--- config.mk ---
export PLATFORM = sky130hd
export DESIGN_NAME = instr_prefetch_reg_flat
export DESIGN_NICKNAME = d
export VERILOG_FILES = /design/src/rtl/ir_pkg.sv /design/src/rtl/instr_prefetch_reg_if.sv /design/src/rtl/ir_decode.sv /design/src/rtl/instr_prefetch_reg.sv /design/src/flat_wrapper.sv
export SDC_FILE = /design/constraint.sdc
export NUM_CORES = 1
export LEC_CHECK = 0
export ABC_AREA = 1
export BUFFER_PORTS_ARGS = -buffer_cell sky130_fd_sc_hd__buf_4
export CORE_ASPECT_RATIO = 0.5
export CORE_MARGIN = 10
export CORE_UTILIZATION = 40
export DETAILED_ROUTE_END_ITERATION = 12
export PLACE_DENSITY = 0.73
export REMOVE_ABC_BUFFERS = 1
export SKIP_CTS_REPAIR_TIMING = 1
export SLEW_MARGIN = 5
export SYNTH_ARGS = -nofsm -noshare
export SYNTH_HDL_FRONTEND = slang
export SYNTH_SLANG_ARGS = --single-unit
--- constraint.sdc ---
create_clock -name clk -period 2.45 [get_ports clk]
set_clock_uncertainty 0.2 [all_clocks]
set_input_delay 0.49 -clock clk [delete_from_list [all_inputs] [get_ports clk]]
set_output_delay 0.49 -clock clk [all_outputs]
set_load 0.1 [all_outputs]
--- src/rtl/ir_pkg.sv ---
// Shared constants and field-width helpers for the instruction prefetch register.
// Format bit sits at the MSB; long/short formats differ in opcode and immediate width.
package ir_pkg;

  localparam int OPC_W = 5;

  localparam logic FMT_LONG  = 1'b1;
  localparam logic FMT_SHORT = 1'b0;

  typedef enum logic [1:0] {
    OCC_EMPTY   = 2'd0,
    OCC_PARTIAL = 2'd1,
    OCC_FULL    = 2'd2
  } occ_state_t;

  function automatic int fmt_bit(input int inst_w);
    return inst_w - 1;
  endfunction

  function automatic int long_imm_w(input int inst_w);
    return inst_w - 3;
  endfunction

  function automatic int short_imm_w(input int inst_w);
    return inst_w - 5;
  endfunction

endpackage

--- src/rtl/instr_prefetch_reg_if.sv ---
// Fetch-side and decode-side signals of the prefetch register.
// Handshake: a word moves on a rising edge when valid and ready are both high.
interface instr_prefetch_reg_if #(
  parameter int INST_W = 16,
  parameter int DEPTH  = 2
);
  import ir_pkg::*;

  localparam int CW = $clog2(DEPTH) + 1;

  logic              in_valid;
  logic              in_ready;
  logic [INST_W-1:0] in_inst;
  logic              flush;
  logic              out_valid;
  logic              out_ready;
  logic [INST_W-1:0] out_inst;
  logic              out_long;
  logic [OPC_W-1:0]  out_opcode;
  logic [INST_W-1:0] out_imm;
  logic [CW-1:0]     count;

  modport slave (
    input  in_valid, in_inst, flush, out_ready,
    output in_ready, out_valid, out_inst, out_long, out_opcode, out_imm, count
  );

  modport master (
    output in_valid, in_inst, flush, out_ready,
    input  in_ready, out_valid, out_inst, out_long, out_opcode, out_imm, count
  );

endinterface

--- src/rtl/ir_decode.sv ---
// Combinational split of an instruction word into format, opcode and extended immediate.
module ir_decode
  import ir_pkg::*;
#(
  parameter int INST_W   = 16,
  parameter int SIGN_EXT = 0
) (
  input  logic [INST_W-1:0] inst,
  output logic              long_fmt,
  output logic [OPC_W-1:0]  opcode,
  output logic [INST_W-1:0] imm
);

  localparam int FB = fmt_bit(INST_W);
  localparam int LW = long_imm_w(INST_W);
  localparam int SW = short_imm_w(INST_W);

  logic              ext_l;
  logic              ext_s;
  logic [INST_W-1:0] imm_long;
  logic [INST_W-1:0] imm_short;

  assign long_fmt = (inst[FB] == FMT_LONG);

  // Long opcodes carry only three bits; the two LSBs are padded with zero.
  assign opcode = long_fmt ? {inst[FB -: 3], 2'b00} : inst[FB -: OPC_W];

  assign ext_l     = (SIGN_EXT != 0) && inst[LW-1];
  assign ext_s     = (SIGN_EXT != 0) && inst[SW-1];
  assign imm_long  = {{(INST_W-LW){ext_l}}, inst[LW-1:0]};
  assign imm_short = {{(INST_W-SW){ext_s}}, inst[SW-1:0]};

  assign imm = long_fmt ? imm_long : imm_short;

endmodule

--- src/rtl/instr_prefetch_reg.sv ---
// Small prefetch queue between instruction memory and the control unit.
// Handshake flags come from registered occupancy state only; flush wins over push/pop.
module instr_prefetch_reg
  import ir_pkg::*;
#(
  parameter int INST_W   = 16,
  parameter int DEPTH    = 2,
  parameter int SIGN_EXT = 0
) (
  input  logic                 clk,
  input  logic                 rst_n,
  instr_prefetch_reg_if.slave  bus,
  output occ_state_t           dbg_state
);

  localparam int AW = $clog2(DEPTH);
  localparam int CW = AW + 1;

  logic [INST_W-1:0] mem [DEPTH];
  logic [AW-1:0]     wr_ptr_q;
  logic [AW-1:0]     rd_ptr_q;
  logic [CW-1:0]     count_q;
  logic [CW-1:0]     count_d;
  occ_state_t        state_q;
  occ_state_t        state_d;

  logic              push;
  logic              pop;
  logic [INST_W-1:0] head;
  logic              dec_long;
  logic [OPC_W-1:0]  dec_opcode;
  logic [INST_W-1:0] dec_imm;

  assign bus.in_ready  = (state_q != OCC_FULL);
  assign bus.out_valid = (state_q != OCC_EMPTY);
  assign push          = bus.in_valid && bus.in_ready;
  assign pop           = bus.out_valid && bus.out_ready;
  assign dbg_state     = state_q;
  assign bus.count     = count_q;

  always_ff @(posedge clk or negedge rst_n) begin
    if (!rst_n) begin
      state_q  <= OCC_EMPTY;
      count_q  <= '0;
      wr_ptr_q <= '0;
      rd_ptr_q <= '0;
      for (int i = 0; i < DEPTH; i++) mem[i] <= '0;
    end else if (bus.flush) begin
      state_q  <= OCC_EMPTY;
      count_q  <= '0;
      wr_ptr_q <= '0;
      rd_ptr_q <= '0;
    end else begin
      state_q <= state_d;
      count_q <= count_d;
      if (push) begin
        mem[wr_ptr_q] <= bus.in_inst;
        wr_ptr_q      <= wr_ptr_q + AW'(1);
      end
      if (pop) rd_ptr_q <= rd_ptr_q + AW'(1);
    end
  end

  always_comb begin
    state_d = state_q;
    count_d = count_q + CW'(push) - CW'(pop);
    case (state_q)
      OCC_EMPTY:   if (push) state_d = OCC_PARTIAL;
      OCC_PARTIAL: begin
        if (push && !pop && count_q == CW'(DEPTH - 1)) state_d = OCC_FULL;
        else if (pop && !push && count_q == CW'(1))    state_d = OCC_EMPTY;
      end
      OCC_FULL:    if (pop) state_d = OCC_PARTIAL;
      default:     state_d = OCC_EMPTY;
    endcase
  end

  assign head = mem[rd_ptr_q];

  ir_decode #(
    .INST_W   (INST_W),
    .SIGN_EXT (SIGN_EXT)
  ) u_decode (
    .inst     (head),
    .long_fmt (dec_long),
    .opcode   (dec_opcode),
    .imm      (dec_imm)
  );

  // Stale storage must never leak onto the decode outputs while empty.
  assign bus.out_inst   = bus.out_valid ? head       : '0;
  assign bus.out_long   = bus.out_valid && dec_long;
  assign bus.out_opcode = bus.out_valid ? dec_opcode : '0;
  assign bus.out_imm    = bus.out_valid ? dec_imm    : '0;

endmodule

--- src/flat_wrapper.sv ---
// flat-port wrapper written by rule: the top's interface ports become plain ports
module instr_prefetch_reg_flat import ir_pkg::*;
#(
  parameter int INST_W   = 16,
  parameter int DEPTH    = 2,
  parameter int SIGN_EXT = 0
)
  (clk, rst_n, dbg_state, bus_in_valid, bus_in_inst, bus_flush, bus_out_ready, bus_in_ready, bus_out_valid, bus_out_inst, bus_out_long, bus_out_opcode, bus_out_imm, bus_count);
  instr_prefetch_reg_if #(.INST_W(INST_W), .DEPTH(DEPTH)) bus_i ();
  input  logic clk;
  input  logic rst_n;
  output occ_state_t dbg_state;
  input wire logic [$bits(bus_i.in_valid)-1:0] bus_in_valid;
  input wire logic [$bits(bus_i.in_inst)-1:0] bus_in_inst;
  input wire logic [$bits(bus_i.flush)-1:0] bus_flush;
  input wire logic [$bits(bus_i.out_ready)-1:0] bus_out_ready;
  output wire logic [$bits(bus_i.in_ready)-1:0] bus_in_ready;
  output wire logic [$bits(bus_i.out_valid)-1:0] bus_out_valid;
  output wire logic [$bits(bus_i.out_inst)-1:0] bus_out_inst;
  output wire logic [$bits(bus_i.out_long)-1:0] bus_out_long;
  output wire logic [$bits(bus_i.out_opcode)-1:0] bus_out_opcode;
  output wire logic [$bits(bus_i.out_imm)-1:0] bus_out_imm;
  output wire logic [$bits(bus_i.count)-1:0] bus_count;
  assign bus_i.in_valid = bus_in_valid;
  assign bus_i.in_inst = bus_in_inst;
  assign bus_i.flush = bus_flush;
  assign bus_i.out_ready = bus_out_ready;
  assign bus_in_ready = bus_i.in_ready;
  assign bus_out_valid = bus_i.out_valid;
  assign bus_out_inst = bus_i.out_inst;
  assign bus_out_long = bus_i.out_long;
  assign bus_out_opcode = bus_i.out_opcode;
  assign bus_out_imm = bus_i.out_imm;
  assign bus_count = bus_i.count;
  instr_prefetch_reg #(.INST_W(INST_W), .DEPTH(DEPTH), .SIGN_EXT(SIGN_EXT)) u_core (.clk(clk), .rst_n(rst_n), .bus(bus_i), .dbg_state(dbg_state));
endmodule
After elaboration in Yosys (flattened, before gate mapping)
Index checks and enable logic that the tools add are counted.
{"block": "totals", "regBits": 38, "in_bits": 21, "out_inout_bits": 44}
{"block": "op_classes", "add_sub_neg": 4, "n_lt_le_gt_ge": 3, "n_eq_ne": 7, "n_mux": 22, "n_bitwise": 3, "n_reduce_logical": 16}
{"cell": "2-to-1 mux 16 bit", "count": 6}
{"cell": "bitwise mux 32 bit", "count": 1}
{"cell": "demux 16 bit (select 1 bit)", "count": 1}
{"cell": "2-to-1 mux 13 bit", "count": 1}
{"cell": "2-to-1 mux 2 bit", "count": 6}
{"cell": "2-to-1 mux 5 bit", "count": 2}
{"cell": "logical AND 1 bit", "count": 8}
{"cell": "inequality test 3 x 2 -> 1 bit (second input constant)", "count": 2}
{"cell": "one-hot mux 2 bit (3 select lines)", "count": 1}
{"cell": "nonzero test 2 bit", "count": 3}
{"cell": "equality test 2 x 1 -> 1 bit (second input constant)", "count": 2}
{"cell": ">= comparator 2 bit (second input constant)", "count": 2}
{"cell": "2-to-1 mux 1 bit", "count": 4}
{"cell": "inequality test 4 x 2 -> 1 bit (second input constant)", "count": 1}
{"cell": "inverter 1 -> 2 bit", "count": 2}
{"cell": "AND reduction 3 bit", "count": 1}
{"cell": "adder 1 bit (second input constant)", "count": 2}
{"cell": "adder 2 x 1 -> 2 bit", "count": 1}
{"cell": "equality test 2 bit (second input constant)", "count": 1}
{"cell": "zero test 1 bit", "count": 2}
{"cell": "zero test 2 bit", "count": 1}
{"cell": "less-than comparator 2 x 1 -> 1 bit (second input constant)", "count": 1}
{"cell": "inequality test 2 bit (second input constant)", "count": 1}
{"cell": "AND reduction 2 bit", "count": 1}
{"cell": "other kinds (2)", "count": 2}

Logic depth before layout (Yosys ltp)
{"block": "logic_depth", "ltp_word": 9, "mapped_depth": 7, "mapped_depth_nobuf": 7}

Modules after synthesis
Synthesis repeated with hierarchy kept, for this count alone.
{"block": "unflattened", "cells_unflattened": 308, "area_unflattened_um2": 2339.7}
{"mod": "instr_prefetch_reg", "n_inst": 1, "cells_each": 281, "area_each_um2": 2170.8, "seq_area_each_um2": 950.9}
{"mod": "ir_decode", "n_inst": 1, "cells_each": 27, "area_each_um2": 168.9, "seq_area_each_um2": 0.0}

Worst setup path after synthesis
OpenSTA, ideal clock, no wires.
{"block": "synth_path", "path_type": "register -> output", "startpoint": "reg u_core.state_q[1] (netlist: u_core.dbg_state[1])", "endpoint": "out bus_out_inst[0]", "arrival_time_ns": 3.529, "setup_slack_ns": -1.769, "stages_incl_launch_ff": 5, "cell_sequence": "dfrtp_1 -> nor2_1 -> buf_2 -> a21oi_1 -> buf_4"}
{"block": "synth_between", "elab_chain_len": 2}
{"item": "start: declaration", "line_no": "instr_prefetch_reg.sv:24", "text": "occ_state_t state_q;"}
{"item": "start signal: assignment", "line_no": "instr_prefetch_reg.sv:54", "text": "state_q <= state_d;"}
{"item": "nonzero test 2 bit", "line_no": "instr_prefetch_reg.sv:35", "text": "assign bus.out_valid = (state_q != OCC_EMPTY);"}
{"item": "2-to-1 mux 16 bit", "line_no": "instr_prefetch_reg.sv:91", "text": "assign bus.out_inst = bus.out_valid ? head : '0;"}
{"item": "end: declaration", "line_no": "flat_wrapper.sv:19", "text": "output wire logic [$bits(bus_i.out_inst)-1:0] bus_out_inst;"}
No other way between the ends.

Final worst setup path
{"block": "layout_path", "startpoint": "reg u_core.state_q[1] (netlist: u_core.dbg_state[1])", "endpoint": "out bus_out_inst[8]"}
Same word-level chain as after synthesis.

==> results by group <==
Outcome
  • Status: finished, final reports clean

Synthesis
  • Ys async rst share: 100.0%
  • Leading area contributor after synthesis: dfrtp_1
  • Most frequent cell after synthesis: nand2_1
  • Top_reg_cell synth: dfrtp_1
  • XOR/XNOR share of the synthesized area: 0.8289%
  • Synthesis-stage register bit count: 38
  • Synth area leaders: dfrtp_1 (45%), o21ai_2 (14%), nand2_1 (13%), buf_4 (6.7%), inv_1 (4.6%)
  • Share of the synthesized area in the top cell type: between 40% and 50%
  • Synth Area in Simple Gates: a little under a fifth
  • Yosys cell types: 22
  • Total number of yosys warnings: 0
  • Multiplexer area fraction after synthesis: 0%
  • Synth cell count leaders: nand2_1 (73), dfrtp_1 (38), o21ai_2 (33), inv_1 (26), buf_4 (19)
  • Syn Area/Cell: ~8.7 um2
  • Register area share after synthesis: 45.00%
  • Post-Syn Area: between 2000 and 2500 um2
  • Syn Inst Count: around 240
  • Main combinational cell family by area after synthesis: simple AND/OR/NAND/NOR gates
  • Fraction of the mapped netlist area in adder cells: under 10%
  • Synth Area in Compound Gates: between 10% and 20%
  • Number of synthesized flops with an enable pin: 0

Detailed routing
  • Vias: ~1.6k
  • Max Used Layer: met4
  • Vias/cell: between 4 and 5
  • DRC errors left: 0
  • Met2 routed WL: between 2000 and 2500 um
  • Pre-antenna DRT Iters: 4
  • Routed wire per std cell: about 13 um
  • Met1 Wirelength: between 1500 and 2000 um
  • DR iter-0 viols: 77
  • Post-Route WL: 4624 um
  • Met3 wire length: ~210 um
  • Routed Antenna Nets: 0

Timing
  • Peak Freq: between 400 and 500 MHz
  • RSZ-0062 raised after global routing: yes
  • Final Hold Vio Count: 0
  • Period minus WS final: 2.337 ns
  • Final Worst Setup Slack: 0.1132 ns
  • # setup viols final: 0
  • Final period utilization: around 95%
  • Final number of max-transition violations: 0

Global route
  • Largest net degree at the start of global routing: 39
  • Initial antenna violation count: 0
  • Remaining Overflow, GRT: 0
  • Vias in the first global route: 1768
  • Total GRT Usage: about 11%
  • Global-route wire length before repair: slightly below 8000 um

Cells and area
  • Area grow syn2layout: 21.55%
  • ANT cells: 0
  • Layout cells sized above 1: 38.49%
  • Layout Nets: 313
  • Final Non-Filler Cells: ~360

Floorplan
  • DIE HEIGHT: just over 70 um
  • Core footprint: between 5000 and 6000 um2
  • Initial Util: 42.08%
  • Std cell rows: 18
  • Total Die Area: just under 9000 um2
  • Die extent in x: ~120 um
  • I/O pins: 65

Worst setup path
  • R2R cell count: 8
  • Crit path top cell by count: buf_4
  • Crit path DAT: about 1.7 ns
  • CP Launch Point: u_core.dbg_state[1]
  • Crit path depth: 4
  • Slowest cell on the critical path: dfrtp_1
  • Max stage delay on crit path: just under 0.5 ns
  • Critical path cell sequence: nor2_1, buf_4, a21oi_1, buf_4
  • Critical path class: reg2out
  • WP buf/inv: 2
  • Critical path fanouts, max: 16
  • Reg-to-Reg End: u_core.bus.count[1]
  • Worst path required time: 1.76 ns
  • Flop-to-flop setup slack: a little over 0.5 ns
  • Startpoint Class: flip-flop
  • Worst r2r src: u_core.dbg_state[1]
  • Worst setup EP type: output port
  • CP Capture Point: bus_out_inst[8]
  • Top cell family by delay on the critical path: buffers and inverters

Place
  • GP Congestion: between 0.8 and 0.9
  • Cell total after placement: roughly 350
  • Place WS: about 0.44 ns
  • Port buffer count: around 60
  • Post-DP HPWL: approximately 3400 um

Clock network
  • Skew-Pair Late Insertion Delay: between 0.2 and 0.3 ns
  • CTS tree: built
  • Clock slew at the register clock pins of the worst setup and hold paths: ~0.070 ns
  • Max Buffers Root-to-Sink: 2
  • Clock root buffer: clkbuf_8
  • Num CTS Buffers: 5
  • Num Clock Sinks: 38
  • H-tree depth: 2

Power
  • Pleak: roughly 1.4 nW
  • Maximum vdd ir drop: ~0.47 mV
  • PwrDens: between 1000 and 1500 nW/um2

Worst hold path
  • Worst hold stages: 2
  • Hold Crit Class: in2reg

Job
  • Max-cap violations: 0
[per-layer routing]
metal / vias to the layer above / global-route usage, %
met3: 4 / 2.580
met5: - / 0
met4: 0 / 3.896
met1: 776 / 11.55
met2: 30 / 20.32
li1: 834 / -
[worst min path at each step]
| stage | start | to | slack, ns |
|---|---|---|---|
| after global placement | u_core.mem[15] | u_core.mem[15] | 0.26 |
| after CTS | rst_n | u_core.mem[8] | -0.03 |
| final | bus_flush | u_core.bus.count[0] | 0.18 |
| after global routing | bus_flush | u_core.bus.count[1] | 0.17 |
| after floorplan | rst_n | u_core.bus.count[0] | -0.006 |
| after detailed placement | u_core.mem[15] | u_core.mem[15] | 0.26 |
[cells by family after synthesis]
kind of cell               after synthesis
AOI/OAI and AO/OA                       51
xor gates and xnor gates                 2
adders and majority gates                2
buffers and inverters                   57
DFF                                     38
other                                    1
and+or+nand+nor                         93
[power by group]
part	switching (mW)	internal, mW	total [mW]	leakage [nW]
Clock	0.221	0.226	0.447	0.0472
Sequential	0.0840	0.774	0.858	0.478
Combinational	1.57	0.400	1.97	0.839
[state kept, by name, summed over array words and instances, names as in the netlist]
| name | flops |
|---|---|
| u_core.mem | 32 |
| u_core.wr_ptr_q | 1 |
| u_core.dbg_state | 2 |
| u_core.rd_ptr_q | 1 |
| u_core.bus.count | 2 |
[layout by cell type (no fill, tap or decap), drive strengths merged]
cell	count
a21oi	15
buf	64
clkbuf	6
clkinv	1
clkinvlp	1
conb	3
dfrtp	38
dlygate4sd3	1
ha	2
inv	29
nand2	73
nand3	6
nand3b	1
nand4	1
nor2	10
nor3	1
o21ai	36
or2	1
xnor2	1
xor2	1
[cell type report]
cell class | instances | area, um2
timing repair buffer | 65 | 490.5
multi-input combinational | 151 | 835.8
clock inverter | 2 | 12.51
sequential | 38 | 950.9
tap | 70 | 87.58
inverter | 29 | 108.9
clock buffer | 6 | 82.58
fill | 461 | 2454
[through the flow]
step | util (%) | total power [mW] | setup TNS, ns | hold WS (ns) | instance area, um2
floorplan | - | 2.455 | -88.49 | -0.005591 | 1896
global placement | 49.05 | 2.828 | 0 | 0.2624 | 2464
detailed placement | 49.05 | 2.851 | 0 | 0.2636 | 2464
CTS | 50.95 | 3.301 | 0 | -0.02950 | 2559
global route | 51.15 | 3.432 | -0.05148 | 0.1728 | 2569
finish | 51.15 | 3.272 | 0 | 0.1768 | 2569
(Power assumes the default switching activity.)
